[src/rtl/wb_arb_pkg.sv]
// Shared definitions for the two-master Wishbone arbiter: FSM encoding, bus widths
// and the round-robin pick used whenever the arbiter (re)arbitrates.
package wb_arb_pkg;

    localparam int WB_DAT_W  = 32;
    localparam int WB_SEL_W  = 4;
    localparam int TMO_CNT_W = 16;

    typedef enum logic [1:0] {
        ARB_IDLE  = 2'b00,
        ARB_GNT0  = 2'b01,
        ARB_GNT1  = 2'b10,
        ARB_ABORT = 2'b11
    } arb_state_e;

    // On a tie the master that did not win last time gets the bus.
    function automatic arb_state_e arb_pick(input logic cyc0, input logic cyc1, input logic last);
        arb_state_e pick;
        pick = ARB_IDLE;
        if (cyc0 && cyc1) begin
            pick = last ? ARB_GNT0 : ARB_GNT1;
        end else if (cyc0) begin
            pick = ARB_GNT0;
        end else if (cyc1) begin
            pick = ARB_GNT1;
        end
        return pick;
    endfunction

endpackage

[src/rtl/wb_arb_timeout.sv]
// Stalled-strobe watchdog: counts strobe cycles without ack and flags when the
// count reaches timeout_cycles. Only instantiated when WB_ARB2_TIMEOUT_EN is defined.
module wb_arb_timeout
    import wb_arb_pkg::*;
#(
    parameter int timeout_cycles = 255
) (
    input  logic clk,
    input  logic reset_n,
    input  logic count_en,
    input  logic clear,
    output logic expired
);

    localparam logic [TMO_CNT_W-1:0] LIMIT = TMO_CNT_W'(timeout_cycles);

    logic [TMO_CNT_W-1:0] cnt;

    always_ff @(posedge clk or negedge reset_n) begin
        if (!reset_n) begin
            cnt <= '0;
        end else if (clear) begin
            cnt <= '0;
        end else if (count_en && !expired) begin
            cnt <= cnt + TMO_CNT_W'(1);
        end
    end

    assign expired = (cnt == LIMIT);

endmodule

[src/rtl/wb_arb2.sv]
// Two-master to one-slave Wishbone arbiter, round-robin, whole-cycle grants.
// Optional stalled-strobe timeout with bus error: define WB_ARB2_TIMEOUT_EN.
//
//   state     | meaning
//   ----------+-----------------------------------------------------------
//   ARB_IDLE  | no grant, slave outputs parked at 0
//   ARB_GNT0  | master 0 owns the slave until it drops cyc
//   ARB_GNT1  | master 1 owns the slave until it drops cyc
//   ARB_ABORT | timed-out cycle: slave idle until the owner drops cyc
module wb_arb2
    import wb_arb_pkg::*;
#(
    parameter int adr_width      = 32,
    parameter int timeout_cycles = 255
) (
    input  logic                 clk,
    input  logic                 reset_n,

    input  logic [adr_width-1:0] m0_adr_i,
    input  logic [WB_DAT_W-1:0]  m0_dat_i,
    input  logic [WB_SEL_W-1:0]  m0_sel_i,
    input  logic                 m0_we_i,
    input  logic                 m0_cyc_i,
    input  logic                 m0_stb_i,
    output logic [WB_DAT_W-1:0]  m0_dat_o,
    output logic                 m0_ack_o,
    output logic                 m0_err_o,

    input  logic [adr_width-1:0] m1_adr_i,
    input  logic [WB_DAT_W-1:0]  m1_dat_i,
    input  logic [WB_SEL_W-1:0]  m1_sel_i,
    input  logic                 m1_we_i,
    input  logic                 m1_cyc_i,
    input  logic                 m1_stb_i,
    output logic [WB_DAT_W-1:0]  m1_dat_o,
    output logic                 m1_ack_o,
    output logic                 m1_err_o,

    output logic [adr_width-1:0] s_adr_o,
    output logic [WB_DAT_W-1:0]  s_dat_o,
    output logic [WB_SEL_W-1:0]  s_sel_o,
    output logic                 s_we_o,
    output logic                 s_cyc_o,
    output logic                 s_stb_o,
    input  logic [WB_DAT_W-1:0]  s_dat_i,
    input  logic                 s_ack_i
);

    arb_state_e state, state_next;
    logic       last;
    logic       gnt0, gnt1;
    logic       tmo_hit;

    assign gnt0 = (state == ARB_GNT0);
    assign gnt1 = (state == ARB_GNT1);

`ifdef WB_ARB2_TIMEOUT_EN
    logic tmo_expired;
    logic tmo_count;
    logic tmo_clear;

    assign tmo_count = (gnt0 || gnt1) && s_stb_o && !s_ack_i;
    assign tmo_clear = s_ack_i || (state_next != state);

    wb_arb_timeout #(
        .timeout_cycles(timeout_cycles)
    ) u_timeout (
        .clk      (clk),
        .reset_n  (reset_n),
        .count_en (tmo_count),
        .clear    (tmo_clear),
        .expired  (tmo_expired)
    );

    // A late ack or a release in the same cycle wins over the timeout.
    assign tmo_hit = tmo_expired && !s_ack_i &&
                     ((gnt0 && m0_cyc_i) || (gnt1 && m1_cyc_i));
`else
    logic unused_cfg;
    assign unused_cfg = (timeout_cycles != 0);
    assign tmo_hit    = 1'b0;
`endif

    always_ff @(posedge clk or negedge reset_n) begin
        if (!reset_n) begin
            state <= ARB_IDLE;
            last  <= 1'b1;
        end else begin
            state <= state_next;
            if (state_next == ARB_GNT0) begin
                last <= 1'b0;
            end else if (state_next == ARB_GNT1) begin
                last <= 1'b1;
            end
        end
    end

    always_comb begin
        state_next = state;
        case (state)
            ARB_IDLE: state_next = arb_pick(m0_cyc_i, m1_cyc_i, last);
            ARB_GNT0: begin
                if (!m0_cyc_i) begin
                    state_next = arb_pick(1'b0, m1_cyc_i, last);
                end else if (tmo_hit) begin
                    state_next = ARB_ABORT;
                end
            end
            ARB_GNT1: begin
                if (!m1_cyc_i) begin
                    state_next = arb_pick(m0_cyc_i, 1'b0, last);
                end else if (tmo_hit) begin
                    state_next = ARB_ABORT;
                end
            end
`ifdef WB_ARB2_TIMEOUT_EN
            // last still names the aborted master, so its cyc gates the exit.
            ARB_ABORT: begin
                if (!(last ? m1_cyc_i : m0_cyc_i)) begin
                    state_next = arb_pick(m0_cyc_i, m1_cyc_i, last);
                end
            end
`endif
            default: state_next = ARB_IDLE;
        endcase
    end

    always_comb begin
        s_adr_o  = '0;
        s_dat_o  = '0;
        s_sel_o  = '0;
        s_we_o   = 1'b0;
        s_cyc_o  = 1'b0;
        s_stb_o  = 1'b0;
        m0_ack_o = 1'b0;
        m1_ack_o = 1'b0;
        if (gnt0 && !tmo_hit) begin
            s_adr_o  = m0_adr_i;
            s_dat_o  = m0_dat_i;
            s_sel_o  = m0_sel_i;
            s_we_o   = m0_we_i;
            s_cyc_o  = m0_cyc_i;
            s_stb_o  = m0_stb_i;
            m0_ack_o = s_ack_i && m0_stb_i && m0_cyc_i;
        end else if (gnt1 && !tmo_hit) begin
            s_adr_o  = m1_adr_i;
            s_dat_o  = m1_dat_i;
            s_sel_o  = m1_sel_i;
            s_we_o   = m1_we_i;
            s_cyc_o  = m1_cyc_i;
            s_stb_o  = m1_stb_i;
            m1_ack_o = s_ack_i && m1_stb_i && m1_cyc_i;
        end
    end

    assign m0_err_o = gnt0 && tmo_hit;
    assign m1_err_o = gnt1 && tmo_hit;
    assign m0_dat_o = s_dat_i;
    assign m1_dat_o = s_dat_i;

endmodule

[config.mk]
export PLATFORM = sky130hd
export DESIGN_NAME = wb_arb2
export DESIGN_NICKNAME = d
export VERILOG_FILES = /design/src/rtl/wb_arb_pkg.sv /design/src/rtl/wb_arb_timeout.sv /design/src/rtl/wb_arb2.sv
export SDC_FILE = /design/constraint.sdc
export NUM_CORES = 1
export LEC_CHECK = 0
export CAP_MARGIN = 20
export CORE_AREA = 5 5 120 122
export DETAILED_ROUTE_END_ITERATION = 16
export DIE_AREA = 0 0 125 127
export PLACE_DENSITY = 0.53
export SYNTH_ARGS = -nofsm -noshare
export SYNTH_HDL_FRONTEND = slang
export SYNTH_SLANG_ARGS = --single-unit
[constraint.sdc]
create_clock -name clk -period 1.6 [get_ports clk]
set_input_delay 0.4 -clock clk [delete_from_list [all_inputs] [get_ports clk]]
set_output_delay 0.4 -clock clk [all_outputs]
set_load 0.05 [all_outputs]
==> out/metrics.csv, run 1 <==
stage,metric,value,unit
clock_network,cts_buffers,3,
grt,grt_usage,0.1114,
worst_setup_path,critical-path-top-delay-family,buffers and inverters,
clock_network,clk_latency,0.22,ns
synth,ys_seq_area_frac,0.05268,
sta,finalCritPeriodShare,1.182,
clock_network,h-tree-depth,1,
floorplanning,coreArea,13090,sq um
sta,grt_setup_unrepaired,yes,
sta,final.setup_skew,0.001894,ns
placed_design,post_dp_cell_area,4736,sq um
worst_setup_path,critPathLaunchType,register,
floorplanning,fp.dieW,125,um
placed_design,portBuffers,217,
synth,async_flop_share,1.000,
sta,finalSetupViolCount,73,
sta,timing.fmax,0.5287,GHz
routing,routedWlPerCell,18.29,um
clock_network,postCtsHoldBufs,0,
routing,post-route-drc-count,0,
status,status,"complete, but fails checks",
power_and_ir_drop,leakagePower,0.002146,uW
placed_design,gp_congestion,0.8250,
synth,yosys.area.top_type,a22o_1,
routing,drtAntennaViolNets,0,
clock_network,cts_sinks,3,
floorplanning,ioPinCount,316,
placed_design,place_hpwl,7770,um
placed_design,dp_cells,505,
worst_setup_path,arrival,1.49,ns
cells_and_area,fillers,1227,
status,violations,negative setup slack,
synth,synth_top_flop_cell,dfrtp_1,
synth,ys_types,23,
cells_and_area,drive_gt1_frac,0.5249,
cells_and_area,stdcell_count,517,
cells_and_area,diodes,0,
power_and_ir_drop,power.density,1330,nW/um^2
grt,grt_pass1_vias,2312,
worst_setup_path,crit_fanout,10,
sta,layout_setup_ws,-0.2915,ns
clock_network,cts.clk_slew.worst_paths,0.03,ns
synth,ys_seq_elements,3,
floorplanning,start_util,0.1107,
cells_and_area,utilization,0.3885,
cells_and_area,area_delta_synth_final,250.9,%
sta,setup_tns,-18.72,ns
cells_and_area,regArea,76.32,sq um
routing,drt_iter0_markers,11,
run,cap_violations,0,
floorplanning,rows,42,
clock_network,clockBufferDepth,2,
worst_setup_path,cp_cell_sequence,nor2b_4 > buf_12 > buf_16 > a22o_4 > buf_12,
grt,antenna_found_initial,0,
worst_setup_path,cp.required,1.20,ns
power_and_ir_drop,ir_drop,0.6004,mV
sta,slew_violations,0,
worst_setup_path,end_kind,primary output,
routing,viasPerCell,3.892,
sta,layout_min_cycle_time,1.892,ns
cells_and_area,multiInputGateArea,1395,sq um
floorplanning,die_area,15880,sq um
synth,synth_top_area_share,0.4171,
cells_and_area,final_area,5084,sq um
grt,grt_pass1_wl,14100,um
synth,synthTopCellsByArea,"a22o_1 (42%), buf_4 (35%), buf_2 (3.5%), dfrtp_1 (3.5%), buf_6 (3.1%)",
grt,grt_max_degree,30,
synth,yosys_warnings,0,
floorplanning,die_y,127,um
worst_setup_path,worst-setup-path-type,register to primary output,
synth,synth_edf_count,0,
worst_setup_path,crit_path_frequent_cell,buf_12,
worst_setup_path,max_stage_delay,0.41,ns
routing,route.vias.total,2012,
sta,hold_viol,0,
worst_setup_path,path_buf_inv,3,
clock_network,cts_tree,done,
cells_and_area,final_nets,520,
clock_network,cts_root_buf,clkbuf_16,
grt,globalRoute.totalOverflow,0,
hold_path,hold_class,input pin to asynchronous set/reset pin,
synth,synth_cells,180,
synth,syn-cell-area,1449,sq um
routing,wl,9454,um
routing,first_pass_iters,4,
power_and_ir_drop,finalPower,6759,uW
worst_setup_path,slowest_stage,dfrtp_1,
synth,avgSynthCellArea,8.049,sq um
logic make-up (layout without fill, tap and decap cells):
| group | Yosys count | count (layout) | synth area share |
|---|---|---|---|
| buffers and inverters | 85 | 245 | 0.4275 |
| AO/OA/AOI/OAI | 75 | 75 | 0.4447 |
| AND/OR/NAND/NOR | 14 | 14 | 0.05700 |
| flip-flops | 3 | 3 | 0.05268 |
| adder cells (fa/ha/maj) | 1 | 1 | 0.008634 |
| other | 1 | 2 | 0.002588 |
| multiplexers | 1 | 1 | 0.006909 |
where the power goes:
part / switching (uW) / leakage (uW) / total [uW] / internal, uW
Combinational: 2950 / 0.00207 / 6230 / 3280
Clock: 68.2 / 0.0000382 / 397 / 329
Sequential: 22.6 / 0.0000356 / 129 / 107
Total: 3040 / 0.00215 / 6760 / 3720
cells in the final DEF (no fill, tap or decap), types with 2 or more instances in the layout:
master           count
buf_6                7
clkdlybuf4s50_1    141
buf_4                2
nor2b_4              2
nand3b_1             3
clkbuf_16            5
a22o_2               3
buf_16               3
a22o_4              66
o21ai_2              2
dfrtp_1              2
conb_1               2
buf_12              82
dlygate4sd2_1        2
area by class of cell:
class / instances / share of cell area
Tap cell: 176 / 0.04332
Timing Repair Buffer: 240 / 0.6510
Clock buffer: 4 / 0.01551
Multi-Input combinational cell: 93 / 0.2744
Inverter: 1 / 0.0007384
Sequential cell: 3 / 0.01501
path summary, 6_finish.rpt:
kind / start / to / slack (ns) / cells after the start
max: state[1]$_DFF_PN0_ / s_dat_o[7] / -0.29 / 5
min: reset_n / state[1]$_DFF_PN0_ / 0.36 / 1
max reg2reg: state[0]$_DFF_PN0_ / last$_DFFE_PN1P_ / 0.02 / 6
min reg2reg: last$_DFFE_PN1P_ / last$_DFFE_PN1P_ / 0.48 / 2
max in group asynchronous: reset_n / last$_DFFE_PN1P_ / 1.02 / 1
min in group clk: last$_DFFE_PN1P_ / last$_DFFE_PN1P_ / 0.48 / 2
what timing repair did:
item	CTS	global route
setup endpoints to repair	74	74
gates cloned	3	2
endpoints found under the hold margin	0	0
buffers inserted	4	0
pin swaps	2	4
gates resized for setup	18	8
through the flow:
stage | setup slack [ns] | hold slack [ns]
3_3_place_gp | -0.2850 | 0.4702
6_report | -0.2915 | 0.3585
3_5_place_dp | -0.2871 | 0.4855
4_1_cts | -0.3048 | 0.3628
5_1_grt | -0.3527 | 0.3698
2_1_floorplan | -0.1087 | 0.1044
sequential cells by signal (all words and copies together), names as in the netlist:
register and flops:
state 2, last 1
cells in the mapped netlist, types with 2 or more instances:
library cell / number
buf_2: 10
o21ai_0: 2
buf_4: 68
nor2b_1: 3
dfrtp_1: 2
buf_6: 4
clkbuf_2: 2
nand2_1: 2
nand3b_1: 3
nor3b_1: 2
nor2_1: 2
a22o_1: 69
per-layer routing:
layer | part of all wire | global-route usage | routed length, um | vias up
met4 | 0.017 | 0.02742 | 158 | 0
met5 | 0 | 0 | 0 | -
met1 | 0.38 | 0.1303 | 3613 | 915
met2 | 0.50 | 0.1898 | 4739 | 146
li1 | - | - | - | 930
met3 | 0.10 | 0.04674 | 943 | 21
Note: power is estimated with default switching activity, not from simulation.
==> inputs of run 2 (changes only) <==
--- a/config.mk
+++ b/config.mk
@@ -6,9 +6,9 @@
 export NUM_CORES = 1
 export LEC_CHECK = 0
 export CAP_MARGIN = 20
-export CORE_AREA = 5 5 120 122
+export CORE_AREA = 2 2 124 126
 export DETAILED_ROUTE_END_ITERATION = 16
-export DIE_AREA = 0 0 125 127
+export DIE_AREA = 0 0 126 128
 export PLACE_DENSITY = 0.53
 export SYNTH_ARGS = -nofsm -noshare
 export SYNTH_HDL_FRONTEND = slang
==> run 2 against run 1 <==
  * The run still ends with negative setup slack left
  * Maximum frequency down 0.29%
  * Wire length is 14% lower
  * Sequential power barely moved
  * Register-to-register slack barely moved
  * Largest power group unchanged
  * Highest routed layer unchanged
==> out/metrics.csv, run 2 (synthesized netlist as in run 1, its figures left out) <==
stage,metric,value,unit,change
cells_and_area,area_delta_synth_final,257.9,%,was 250.9%
cells_and_area,reg_top3,"state (2), last (1)",,unchanged
floorplanning,coreArea,14860,sq um,was 13090 sq um
clock_network,clockBufferDepth,2,,unchanged
cells_and_area,largest_reg_flops,2,,unchanged
cells_and_area,fillers,1467,,was 1227
sta,grt_setup_unrepaired,yes,,unchanged
power_and_ir_drop,leakagePower,0.002200,uW,was 0.002146 uW
power_and_ir_drop,swShare,0.4446,,was 0.4503
routing,route.vias.total,2092,,was 2012
run,cap_violations,0,,unchanged
power_and_ir_drop,pwr-share-comb,0.921,,was 0.922
worst_setup_path,max_stage_delay,0.38,ns,was 0.41 ns
power_and_ir_drop,internal_power,3801,uW,was 3716 uW
worst_setup_path,worst-r2r-cell-count,6,,unchanged
worst_setup_path,critPathLaunchType,register,,unchanged
grt,grt_pass1_wl,11920,um,was 14100 um
grt,globalRoute.totalOverflow,0,,unchanged
placed_design,place_hpwl,6912,um,was 7770 um
clock_network,cts.clk_slew.worst_paths,0.03,ns,about the same
grt,grt_max_degree,18,,was 30
routing,wl,8090,um,was 9454 um
power_and_ir_drop,p_seq_frac,0.019,,about the same
floorplanning,fp.dieW,126,um,was 125 um
worst_setup_path,r2r-start,state[0]$_DFF_PN0_,,unchanged
status,violations,negative setup slack,,unchanged
placed_design,gp_congestion,0.7837,,was 0.8250
routing,routedWlPerCell,14.90,um,was 18.29 um
cells_and_area,diodes,0,,unchanged
worst_setup_path,end_kind,primary output,,unchanged
clock_network,cts_root_buf,clkbuf_16,,unchanged
worst_setup_path,cp.required,1.20,ns,about the same
sta,slew_violations,0,,unchanged
placed_design,portBuffers,217,,unchanged
sta,hold_viol,0,,unchanged
sta,finalSetupViolCount,73,,unchanged
clock_network,postCtsHoldBufs,0,,unchanged
sta,finalCritPeriodShare,1.186,,was 1.182
routing,post-route-drc-count,0,,unchanged
power_and_ir_drop,p_clk_frac,0.060,,was 0.059
cells_and_area,mostFrequentLayoutCell,clkdlybuf4s50_1,,unchanged
grt,grt_usage,0.09123,,was 0.1114
routing,first_pass_iters,3,,was 4
clock_network,cts_sinks,3,,unchanged
worst_setup_path,reg2reg_to,last$_DFFE_PN1P_,,unchanged
clock_network,cts_tree,done,,unchanged
power_and_ir_drop,ir_drop,0.7069,mV,was 0.6004 mV
sta,final.setup_skew,0.002248,ns,was 0.001894 ns
worst_setup_path,cp_cell_sequence,nor2b_4 > buf_12 > buf_12 > a22o_2 > buf_12,,was nor2b_4 > buf_12 > buf_16 > a22o_4 > buf_12
grt,grt_pass1_vias,2343,,was 2312
sta,timing.fmax,0.5272,GHz,was 0.5287 GHz
floorplanning,rows,45,,was 42
sta,layout_setup_ws,-0.2970,ns,was -0.2915 ns
worst_setup_path,crit_fanout,11,,was 10
floorplanning,die_y,128,um,was 127 um
worst_setup_path,worst-setup-path-type,register to primary output,,unchanged
power_and_ir_drop,switching_power,3043,uW,about the same
cells_and_area,final_nets,534,,was 520
clock_network,h-tree-depth,1,,unchanged
cells_and_area,regMostFlops,state,,unchanged
status,status,"complete, but fails checks",,unchanged
floorplanning,ioPinCount,316,,unchanged
worst_setup_path,rrSetupSlack,0.01,ns,was 0.02 ns
grt,antenna_found_initial,0,,unchanged
routing,viasPerCell,3.853,,was 3.892
power_and_ir_drop,power.density,1320,nW/um^2,was 1330 nW/um^2
worst_setup_path,slowest_stage,dfrtp_1,,unchanged
clock_network,clk_latency,0.23,ns,was 0.22 ns
clock_network,cts_buffers,3,,unchanged
cells_and_area,mostFrequentLayoutCells,"clkdlybuf4s50_1 (141), buf_12 (79), a22o_4 (66), buf_6 (21), buf_4 (7)",,"was clkdlybuf4s50_1 (141), buf_12 (82), a22o_4 (66), buf_6 (7), clkbuf_16 (5)"
floorplanning,die_area,16130,sq um,was 15880 sq um
hold_path,hold_class,input pin to asynchronous set/reset pin,,unchanged
routing,drt_iter0_markers,28,,was 11
sta,layout_min_cycle_time,1.897,ns,was 1.892 ns
worst_setup_path,arrival,1.50,ns,was 1.49 ns
routing,drtAntennaViolNets,0,,unchanged
sta,setup_tns,-18.38,ns,was -18.72 ns
cells_and_area,drive_gt1_frac,0.5437,,was 0.5249
floorplanning,start_util,0.09747,,was 0.1107
worst_setup_path,crit_path_frequent_cell,buf_12,,unchanged
power_and_ir_drop,finalPower,6845,uW,was 6759 uW
run 2: changes by cell type in the layout (fill, tap and decap cells not counted), sizes merged:
cell | before | now
buf | 94 | 108
dlymetal6s2s | 1 | 0
dlygate4sd2 | 2 | 3
run 2: cell type report:
type	count	area, sq um	share of cell area
Timing Repair Buffer	254	3386	0.6528
Inverter	1	3.754	0.0007238
Multi-Input combinational cell	93	1406	0.2712
Clock buffer	4	78.83	0.01520
Sequential cell	3	76.32	0.01472
Tap cell	188	235.2	0.04536
run 2: metrics by stage:
step	hold WS (ns)	setup slack [ns]	instances	cell area, sq um	utilization
floorplan	0.1044	-0.1087	181	2016	-
global placement	0.4695	-0.2870	533	4846	0.3260
detailed placement	0.4724	-0.3075	533	4846	0.3260
CTS	0.3574	-0.2963	542	5105	0.3434
global route	0.3666	-0.3333	543	5186	0.3489
finish	0.3545	-0.2970	543	5186	0.3489
run 2: layer usage:
layer	track usage	share of wire	vias up
li1	-	-	963
met1	0.09466	0.35	959
met2	0.1743	0.52	163
met3	0.03631	0.12	7
met4	0.01681	0.011	0
met5	0	0	-
run 2: critical path: cells and delay by family (launching register included):
| family | cells | cell delay, ns |
|---|---|---|
| flops | 1 | 0.38 |
| simple gates | 1 | 0.15 |
| compound gates | 1 | 0.27 |
| buf+inv | 3 | 0.45 |
run 2: worst max path at each step:
stage / slack (ns) / start / cells after the start / to
2_1_floorplan: -0.11 / state[0]$_DFF_PN0_ / 6 / s_adr_o[21]
3_3_place_gp: -0.29 / m1_cyc_i / 4 / m1_ack_o
3_5_place_dp: -0.31 / m1_cyc_i / 4 / m1_ack_o
4_1_cts: -0.30 / state[1]$_DFF_PN0_ / 5 / s_adr_o[19]
5_1_grt: -0.33 / state[0]$_DFF_PN0_ / 6 / s_sel_o[2]
6_report: -0.30 / state[0]$_DFF_PN0_ / 5 / s_sel_o[2]
run 2: what timing repair did:
item | 4_1_cts | 5_1_grt
resized for setup | 33 | 7
buffers inserted | 5 | 0
pin swaps | 6 | 0
gates cloned | 1 | 2
setup endpoints to repair | 74 | 74
run 2: power by group through the flow:
| stage | clock network (uW) | registers, uW | logic [uW] |
|---|---|---|---|
| 2_1_floorplan | 0 | 119 | 3510 |
| 3_3_place_gp | 0 | 132 | 5990 |
| 3_5_place_dp | 0 | 132 | 6020 |
| 4_1_cts | 419 | 130 | 6270 |
| 5_1_grt | 423 | 131 | 6540 |
| 6_report | 410 | 129 | 6310 |
==> inputs of run 3 (changes only) <==
--- a/config.mk
+++ b/config.mk
@@ -9,6 +9,7 @@
 export CORE_AREA = 2 2 124 126
 export DETAILED_ROUTE_END_ITERATION = 16
 export DIE_AREA = 0 0 126 128
+export GPL_TIMING_DRIVEN = 0
 export PLACE_DENSITY = 0.53
 export SYNTH_ARGS = -nofsm -noshare
 export SYNTH_HDL_FRONTEND = slang
==> constraint.sdc (replaced) <==
create_clock -name clk -period 1.6 [get_ports clk]
set_input_delay 0.32 -clock clk [delete_from_list [all_inputs] [get_ports clk]]
set_output_delay 0.32 -clock clk [all_outputs]
set_load 0.05 [all_outputs]
==> run 3 against run 2 <==
  * The flow still finishes with violations (negative setup slack)
  * Cell count grew 23%
  * First-iteration DRC count is the same
  * Critical path depth grew 2
  * Clock skew shrank 0.00091 ns
  * Setup slack lost 0.044 ns
  * Count of clock-buffer cells in the layout is the same
  * Highest routed layer unchanged
  * Global-route usage grew 0.44 points
  * Utilization grew 0.36 points
  * Clock power shrank 4%
  * Largest cell class unchanged
  * Critical endpoint is now s_adr_o[22]
==> out/metrics.csv, run 3 (synthesized netlist as in run 1, its figures left out) <==
stage,metric,value,unit,change
grt,antenna_found_initial,0,,unchanged
clock_network,clockBufferDepth,2,,unchanged
routing,viasPerCell,3.735,,was 3.853
routing,route.vias.total,2495,,was 2092
sta,relSlewSlack,0.6618,,
clock_network,cts_buffers,3,,unchanged
run,cap_violations,0,,unchanged
routing,post-route-drc-count,0,,unchanged
grt,grt_max_degree,11,,was 18
cells_and_area,stdcell_count,668,,was 543
cells_and_area,mostFrequentLayoutCell,clkdlybuf4s50_1,,unchanged
placed_design,portBuffers,281,,was 217
floorplanning,ioPinCount,316,,unchanged
clock_network,postCtsHoldBufs,0,,unchanged
cells_and_area,largest_reg_flops,2,,unchanged
clock_network,h-tree-depth,1,,unchanged
sta,timing.fmax,0.5152,GHz,was 0.5272 GHz
clock_network,cts_root_buf,clkbuf_16,,unchanged
worst_setup_path,crit_fanout,5,,was 11
routing,drt_iter0_markers,28,,unchanged
power_and_ir_drop,leakagePower,0.002344,uW,was 0.002200 uW
placed_design,dp_cells,650,,was 533
sta,finalSetupViolCount,71,,was 73
cells_and_area,fillers,1547,,was 1467
routing,drtAntennaViolNets,0,,unchanged
sta,layout_min_cycle_time,1.941,ns,was 1.897 ns
floorplanning,die_area,16130,sq um,unchanged
worst_setup_path,arrival,1.62,ns,was 1.50 ns
cells_and_area,area_delta_synth_final,261.7,%,was 257.9%
routing,wl,9182,um,was 8090 um
placed_design,place_hpwl,7439,um,was 6912 um
grt,globalRoute.totalOverflow,0,,unchanged
grt,grt_usage,0.09563,,was 0.09123
status,violations,negative setup slack,,unchanged
placed_design,gp_congestion,0.7990,,was 0.7837
sta,worst_pin_slew,0.5057,ns,
sta,hold_viol,0,,unchanged
sta,grt_setup_unrepaired,yes,,unchanged
worst_setup_path,end_kind,primary output,,unchanged
clock_network,clk_latency,0.22,ns,was 0.23 ns
status,status,"complete, but fails checks",,unchanged
floorplanning,start_util,0.09747,,unchanged
worst_setup_path,cp.required,1.28,ns,was 1.20 ns
clock_network,cts_sinks,3,,unchanged
sta,slew_violations,0,,unchanged
hold_path,hold_class,input pin to asynchronous set/reset pin,,unchanged
worst_setup_path,worst-setup-path-type,register to primary output,,unchanged
floorplanning,rows,45,,unchanged
cells_and_area,reg_top3,"state (2), last (1)",,unchanged
worst_setup_path,critPathLaunchType,register,,unchanged
clock_network,cts_tree,done,,unchanged
clock_network,cts.clk_slew.worst_paths,0.03,ns,about the same
cells_and_area,regMostFlops,state,,unchanged
sta,final.setup_skew,0.001336,ns,was 0.002248 ns
cells_and_area,final_nets,659,,was 534
sta,layout_setup_ws,-0.3410,ns,was -0.2970 ns
routing,routedWlPerCell,13.75,um,was 14.90 um
cells_and_area,diodes,0,,unchanged
grt,grt_pass1_wl,12610,um,was 11920 um
power_and_ir_drop,ir_drop,0.6175,mV,was 0.7069 mV
routing,first_pass_iters,3,,unchanged
floorplanning,fp.dieW,126,um,unchanged
sta,setup_tns,-18.60,ns,was -18.38 ns
sta,finalCritPeriodShare,1.213,,was 1.186
cells_and_area,mostFrequentLayoutCells,"clkdlybuf4s50_1 (206), buf_4 (91), buf_6 (50), a22o_2 (42), buf_8 (24)",,"was clkdlybuf4s50_1 (141), buf_12 (79), a22o_4 (66), buf_6 (21), buf_4 (7)"
grt,grt_pass1_vias,2508,,was 2343
power_and_ir_drop,power.density,1139,nW/um^2,was 1320 nW/um^2
cells_and_area,drive_gt1_frac,0.5063,,was 0.5437
floorplanning,coreArea,14860,sq um,unchanged
floorplanning,die_y,128,um,unchanged
-- run 3: final timing paths --
kind                               startpoint            endpoint  slack (ns)  depth (start not counted)
setup / recovery           state[1]$_DFF_PN0_         s_adr_o[22]       -0.34                          7
hold / removal                        reset_n  state[1]$_DFF_PN0_        0.28                          1
setup reg to reg           state[0]$_DFF_PN0_    last$_DFFE_PN1P_        0.05                          5
hold reg to reg              last$_DFFE_PN1P_    last$_DFFE_PN1P_        0.49                          2
max in group asynchronous             reset_n    last$_DFFE_PN1P_        1.09                          1
min in group clk             last$_DFFE_PN1P_    last$_DFFE_PN1P_        0.49                          2
-- run 3: repair_timing --
action                                  CTS  global route
gates resized for setup                 508            66
endpoints found under the setup margin   73            74
pin swaps                                 2            11
setup buffers                             8             8
hold endpoints to repair                  0             0
cloned                                    3             1
-- run 3: per-stage QoR --
stage                 util  hold slack, ns  cell area (sq um)  setup WS, ns  total power (uW)
CTS                 0.3310          0.2852               4920       -0.3860              5582
finish              0.3525          0.2848               5240       -0.3410              5966
floorplan                -         0.02441               1558      -0.06347              3172
global placement    0.3098          0.4727               4606       -0.8970              4707
detailed placement  0.3098          0.4942               4606       -0.9225              4730
global route        0.3525          0.2865               5240       -0.3821              6210
-- run 3: layout make-up --
class	count	area [sq um]	area share
multi-input combinational	93	997.2	0.1903
timing repair buffer	299	3178	0.6065
tap	188	235.2	0.04489
buffer	80	669.4	0.1277
clock buffer	4	78.83	0.01504
inverter	1	3.754	0.0007163
sequential	3	77.57	0.01480
-- run 3: power breakdown --
group          leakage (uW)  switching (uW)  internal, uW
Combinational       0.00227            2960          2480
Clock             0.0000382            64.0           328
Sequential        0.0000344            25.1           108
Total               0.00234            3050          2920
-- run 3: per-layer routing --
layer  vias up  global-route usage  wire length, um
met5         -                   0                0
met4         0             0.01228               68
met3         4             0.02922              912
met2       162              0.1970             5200
met1      1124             0.09521             3001
li1       1205                   -                -
-- run 3: worst max-delay path: stages (launching register included) --
cell,delay [ns]
dfrtp_1,0.38
buf_6,0.13
nor2b_4,0.13
buf_12,0.13
buf_8,0.13
buf_16,0.13
a22o_4,0.22
buf_8,0.15
